--- config.mk ---
export PLATFORM = sky130hd
export DESIGN_NAME = mem_arb
export DESIGN_NICKNAME = d
export VERILOG_FILES = /design/src/rtl/mem_arb_pkg.sv /design/src/rtl/mem_arb.sv
export SDC_FILE = /design/constraint.sdc
export NUM_CORES = 1
export LEC_CHECK = 0
export BUFFER_PORTS_ARGS = -buffer_cell sky130_fd_sc_hd__buf_4
export CORE_AREA = 2 2 106 108
export DETAILED_ROUTE_END_ITERATION = 10
export DIE_AREA = 0 0 108 110
export MAX_ROUTING_LAYER = met4
export PLACE_DENSITY = 0.52
export SETUP_SLACK_MARGIN = 0.4
export SLEW_MARGIN = 20
export SYNTH_ARGS = -nofsm -noshare
export SYNTH_HDL_FRONTEND = slang
export SYNTH_SLANG_ARGS = --single-unit
--- constraint.sdc ---
create_clock -name clk -period 3 [get_ports clk]
set_input_delay 0.6 -clock clk [delete_from_list [all_inputs] [get_ports clk]]
set_output_delay 0.6 -clock clk [all_outputs]
set_load 0.01 [all_outputs]
--- src/rtl/mem_arb_pkg.sv ---
// mem_arb_pkg -- shared types and constants for the fetch/data memory arbiter.
//   DATA_W             : width of address and data paths
//   STARVE_W           : width of the fetch starvation counter (covers 1..15)
//   STARVE_MAX_DEFAULT : default stalled-fetch limit before fetch is forced
//   t_rsp_owner        : which requester owns the response presented next cycle
package mem_arb_pkg;

    localparam int DATA_W             = 32;
    localparam int STARVE_W           = 4;
    localparam int STARVE_MAX_DEFAULT = 4;

    typedef enum logic [1:0] {
        NONE  = 2'd0,
        FETCH = 2'd1,
        DATA  = 2'd2
    } t_rsp_owner;

endpackage

--- src/rtl/mem_arb.sv ---
// mem_arb -- arbitrates one shared single-port memory between an instruction
// fetch requester and a load/store data requester. One access is granted per
// cycle, data wins by default, and fetch is forced through after STARVE_MAX
// consecutive stalled cycles. Read data returns exactly one cycle after the
// grant and is steered to whichever requester issued the read.
//
// Ports:
//   clk, rst                       clock, synchronous active-high reset
//   i_req_valid/addr, i_req_ready  fetch request handshake
//   i_rsp_valid/data               fetch read response
//   d_req_valid/addr/wr_en/wr_data/byte_en/is_signed, d_req_ready
//                                  data request handshake (ready = store done)
//   d_rsp_valid/data               load response
//   mem_addr/wr_data/wr_en/byte_en/is_signed  request to memory wrapper
//   mem_rd_data                    memory wrapper read data (1-cycle latency)
module mem_arb
    import mem_arb_pkg::*;
#(
    parameter int STARVE_MAX = STARVE_MAX_DEFAULT
) (
    input  logic              clk,
    input  logic              rst,

    input  logic              i_req_valid,
    input  logic [DATA_W-1:0] i_req_addr,
    output logic              i_req_ready,
    output logic              i_rsp_valid,
    output logic [DATA_W-1:0] i_rsp_data,

    input  logic              d_req_valid,
    input  logic [DATA_W-1:0] d_req_addr,
    input  logic              d_req_wr_en,
    input  logic [DATA_W-1:0] d_req_wr_data,
    input  logic [3:0]        d_req_byte_en,
    input  logic              d_req_is_signed,
    output logic              d_req_ready,
    output logic              d_rsp_valid,
    output logic [DATA_W-1:0] d_rsp_data,

    output logic [DATA_W-1:0] mem_addr,
    output logic [DATA_W-1:0] mem_wr_data,
    output logic              mem_wr_en,
    output logic              mem_is_signed,
    output logic [3:0]        mem_byte_en,
    input  logic [DATA_W-1:0] mem_rd_data
);

    localparam logic [STARVE_W-1:0] STARVE_LIM = STARVE_W'(STARVE_MAX);

    logic [STARVE_W-1:0] starve_cnt_p1;
    t_rsp_owner          rsp_owner_p1;

    logic starved;
    logic fetch_gnt;
    logic data_gnt;

    // ---- stage p0: combinational grant and memory request ----
    // Reset masks both grants so nothing (in particular no store) reaches
    // memory while rst is high.
    always_comb begin
        starved   = (starve_cnt_p1 == STARVE_LIM);
        fetch_gnt = !rst && i_req_valid && (!d_req_valid || starved);
        data_gnt  = !rst && d_req_valid && !fetch_gnt;
    end

    assign i_req_ready = fetch_gnt;
    assign d_req_ready = data_gnt;

    always_comb begin
        mem_addr      = '0;
        mem_wr_data   = '0;
        mem_wr_en     = 1'b0;
        mem_byte_en   = 4'b0000;
        mem_is_signed = 1'b0;
        if (fetch_gnt) begin
            mem_addr    = i_req_addr;
            mem_byte_en = 4'b1111;
        end else if (data_gnt) begin
            mem_addr      = d_req_addr;
            mem_wr_data   = d_req_wr_data;
            mem_wr_en     = d_req_wr_en;
            mem_byte_en   = d_req_byte_en;
            mem_is_signed = d_req_is_signed;
        end
    end

    // ---- stage p1: starvation count and response owner ----
    // The counter only advances while fetch is waiting behind a data grant;
    // any cycle without a fetch request, or any fetch grant, restarts it.
    always_ff @(posedge clk) begin
        if (rst) begin
            starve_cnt_p1 <= '0;
            rsp_owner_p1  <= NONE;
        end else begin
            if (!i_req_valid || fetch_gnt) begin
                starve_cnt_p1 <= '0;
            end else if (data_gnt && !starved) begin
                starve_cnt_p1 <= starve_cnt_p1 + 1'b1;
            end

            if (fetch_gnt) begin
                rsp_owner_p1 <= FETCH;
            end else if (data_gnt && !d_req_wr_en) begin
                rsp_owner_p1 <= DATA;
            end else begin
                rsp_owner_p1 <= NONE;
            end
        end
    end

    // Gating with rst drops a response that was in flight when reset hit.
    assign i_rsp_valid = !rst && (rsp_owner_p1 == FETCH);
    assign d_rsp_valid = !rst && (rsp_owner_p1 == DATA);
    assign i_rsp_data  = i_rsp_valid ? mem_rd_data : '0;
    assign d_rsp_data  = d_rsp_valid ? mem_rd_data : '0;

endmodule

==> impl_metrics.json <==
{
  "drt-pass1-iter-count": 4,
  "grt_start_max_net_pins": 48,
  "cts_buffers": 3,
  "cts_resized": 0,
  "postCtsSetupBuffers": 0,
  "yosysSeqAreaShare": 0.0905,
  "crit_type": "reg2out",
  "port_buffers": 275,
  "start_util": 0.124,
  "synth_top_area_cell": "and2_1",
  "postSynth.asyncResetShare": 0,
  "coreArea_sq_um": 10700,
  "maxCapViolCount": 0,
  "power.net_switching_uw": 178,
  "setup_violations": 0,
  "cp.arrival_ns": 1.86,
  "cts_tree": "built",
  "rsz0062_at_grt": "false",
  "synth_top_area_share": 0.462,
  "intPower_uw": 400,
  "p_clk_frac": 0.213,
  "synth.avg_cell_area_sq_um": 7.38,
  "die_area_sq_um": 11900,
  "dp_hpwl_um": 7550,
  "io_pins": 276,
  "yosysMostFrequentCell": "and2_1",
  "clkLatencyLatePin_ns": 0.22,
  "drive_above_1_share": 0.647,
  "die_h_um": 110,
  "finalSetupTns_ns": 0,
  "power.density_nw_per_um2": 162,
  "nFillCells": 1141,
  "synth_edf_count": 0,
  "finClkSkew_ns": 0.00436,
  "ys_types": 23,
  "htreeDepth": 1,
  "ys_seq_elements": 6,
  "fp.dieW_um": 108,
  "wirelength_um": 8700,
  "p_sw_frac": 0.309,
  "remaining_drc_errors": 0,
  "tightest_slew_ns": 0.293,
  "cts_sinks": 6,
  "synth_area_leaders": "and2_1 (46%), a22o_1 (21%), dfxtp_1 (9.0%)",
  "yosys_warnings": 0,
  "combPwrFrac": 0.643,
  "status": "finished clean",
  "area_growth_pct": 169,
  "cp_max_fo": 47,
  "hp-class": "reg2reg",
  "grt_pass1_vias": 2202,
  "slew_headroom": 0.805,
  "fin_crit_ns": 2.46,
  "hold_violations": 0,
  "via_per_inst": 3.94,
  "vias": 2311,
  "synth_flop_cell": "dfxtp_1",
  "cp.required_ns": 2.40,
  "grt_pass1_wl_um": 11500,
  "wl_per_cell_um": 14.8,
  "multiInputGateArea_sq_um": 1110,
  "detail-route-antenna-nets": 0,
  "netlist_instances": 180,
  "startpoint_type": "register",
  "final_core_util": 0.334,
  "gr-usage-all-layers": 0.128,
  "clk_transition_reported_paths_ns": 0.04,
  "antenna_found_initial": 0,
  "seqCellArea_sq_um": 120,
  "diodes": 0,
  "root_buffer": "clkbuf_8",
  "cp-end-kind": "primary output",
  "sequentialPowerShare": 0.144,
  "drt-initial-drc-count": 75,
  "cts_hold_buf": 0,
  "ir_drop_v": 0.000126,
  "post-route-period-util": 0.819,
  "gr-total-overflow": 0,
  "post_synth_instance_area_sq_um": 1330,
  "place.gp.congestion": 0.846,
  "synth_nets": 320,
  "rows": 38,
  "clockBufferDepth": 2,
  "slew_viol_final": 0,
  "synthTopCellsByCount": "and2_1 (98), a22o_1 (32), clkbuf_1 (6), dfxtp_1 (6), buf_2 (5)",
  "fin_nets": 589,
  "leakage_uw": 0.00202,
  "fmax_mhz": 407
}
[metal layers]
metal	GRT usage	vias to the layer above	part of all wire
met5	-	-	0
met4	0.0220	0	0.013
met3	0.0147	8	0.063
met2	0.245	131	0.55
met1	0.145	1036	0.37
li1	-	1136	-
[layout by cell type, fill, tap and decap left out, drive strengths merged]
cell and instances:
a21o 4, a21oi 2, a22o 32, and2 98, and2b 1, buf 279, clkbuf 3, dfxtp 6
ha 2, inv 4, mux2i 1, nand2b 1, nand3 1, nand3b 1, nand4b 1, nor2 4
nor2b 1, nor3b 3, o21a 2, xnor2 1
[worst max-delay path: stages, from the launching register on]
cell	delay, ns
dfxtp_1	0.33
inv_1	0.07
ha_1	0.21
nand3b_4	0.14
o21a_4	0.31
buf_12	0.19
a22o_1	0.22
buf_4	0.15
[metrics by stage]
step / hold slack [ns] / worst slack (ns) / std cells / instance area [sq um] / total power (uW)
after global routing: 0.525 / 0.432 / 587 / 3580 / 617
after CTS: 0.483 / 0.462 / 586 / 3560 / 587
after global placement: 0.440 / 0.551 / 583 / 3520 / 456
after floorplan: 0.430 / 0.982 / 180 / 1330 / 202
final: 0.477 / 0.542 / 587 / 3580 / 578
after detailed placement: 0.478 / 0.512 / 583 / 3520 / 460
[registers in the layout, indices dropped and copies added (netlist names)]
register,cells
starve_cnt_p1,4
rsp_owner_p1,2
[worst paths after layout]
| check | from | endpoint | slack, ns | depth (start not counted) |
|---|---|---|---|---|
| max reg2reg | starve_cnt_p1[0]$_SDFFE_PP0P_ | rsp_owner_p1[1]$_SDFF_PP0_ | 1.38 | 6 |
| min reg2reg | starve_cnt_p1[0]$_SDFFE_PP0P_ | starve_cnt_p1[0]$_SDFFE_PP0P_ | 0.48 | 1 |
| max | starve_cnt_p1[0]$_SDFFE_PP0P_ | mem_addr[28] | 0.54 | 7 |
| min | starve_cnt_p1[0]$_SDFFE_PP0P_ | starve_cnt_p1[0]$_SDFFE_PP0P_ | 0.48 | 1 |
[kinds of logic (layout without fill, tap and decap cells)]
logic type	count (synthesis)	after routing	synth area share
fa+ha+maj	2	2	0.0188
xor+xnor	1	1	0.00660
buf+inv	20	286	0.0839
mux	1	1	0.00754
simple gates	111	111	0.532
flops	6	6	0.0905
compound gates	39	40	0.261
[layout make-up]
cell class | count | share of cell area
repair buffers | 279 | 0.590
multi-input cells | 155 | 0.312
well taps | 140 | 0.0490
flip-flops and latches | 6 | 0.0336
clock buffers | 3 | 0.0115
inverters | 4 | 0.00420
[power groups by stage]
| stage | combinational, uW | sequential (uW) | clock (uW) |
|---|---|---|---|
| after floorplan | 118 | 84.1 | 0 |
| after global placement | 372 | 84.4 | 0 |
| after detailed placement | 375 | 84.6 | 0 |
| after CTS | 376 | 83.4 | 128 |
| after global routing | 399 | 83.5 | 134 |
| final | 371 | 83.4 | 123 |
Note: power is estimated with default switching activity, not from simulation.
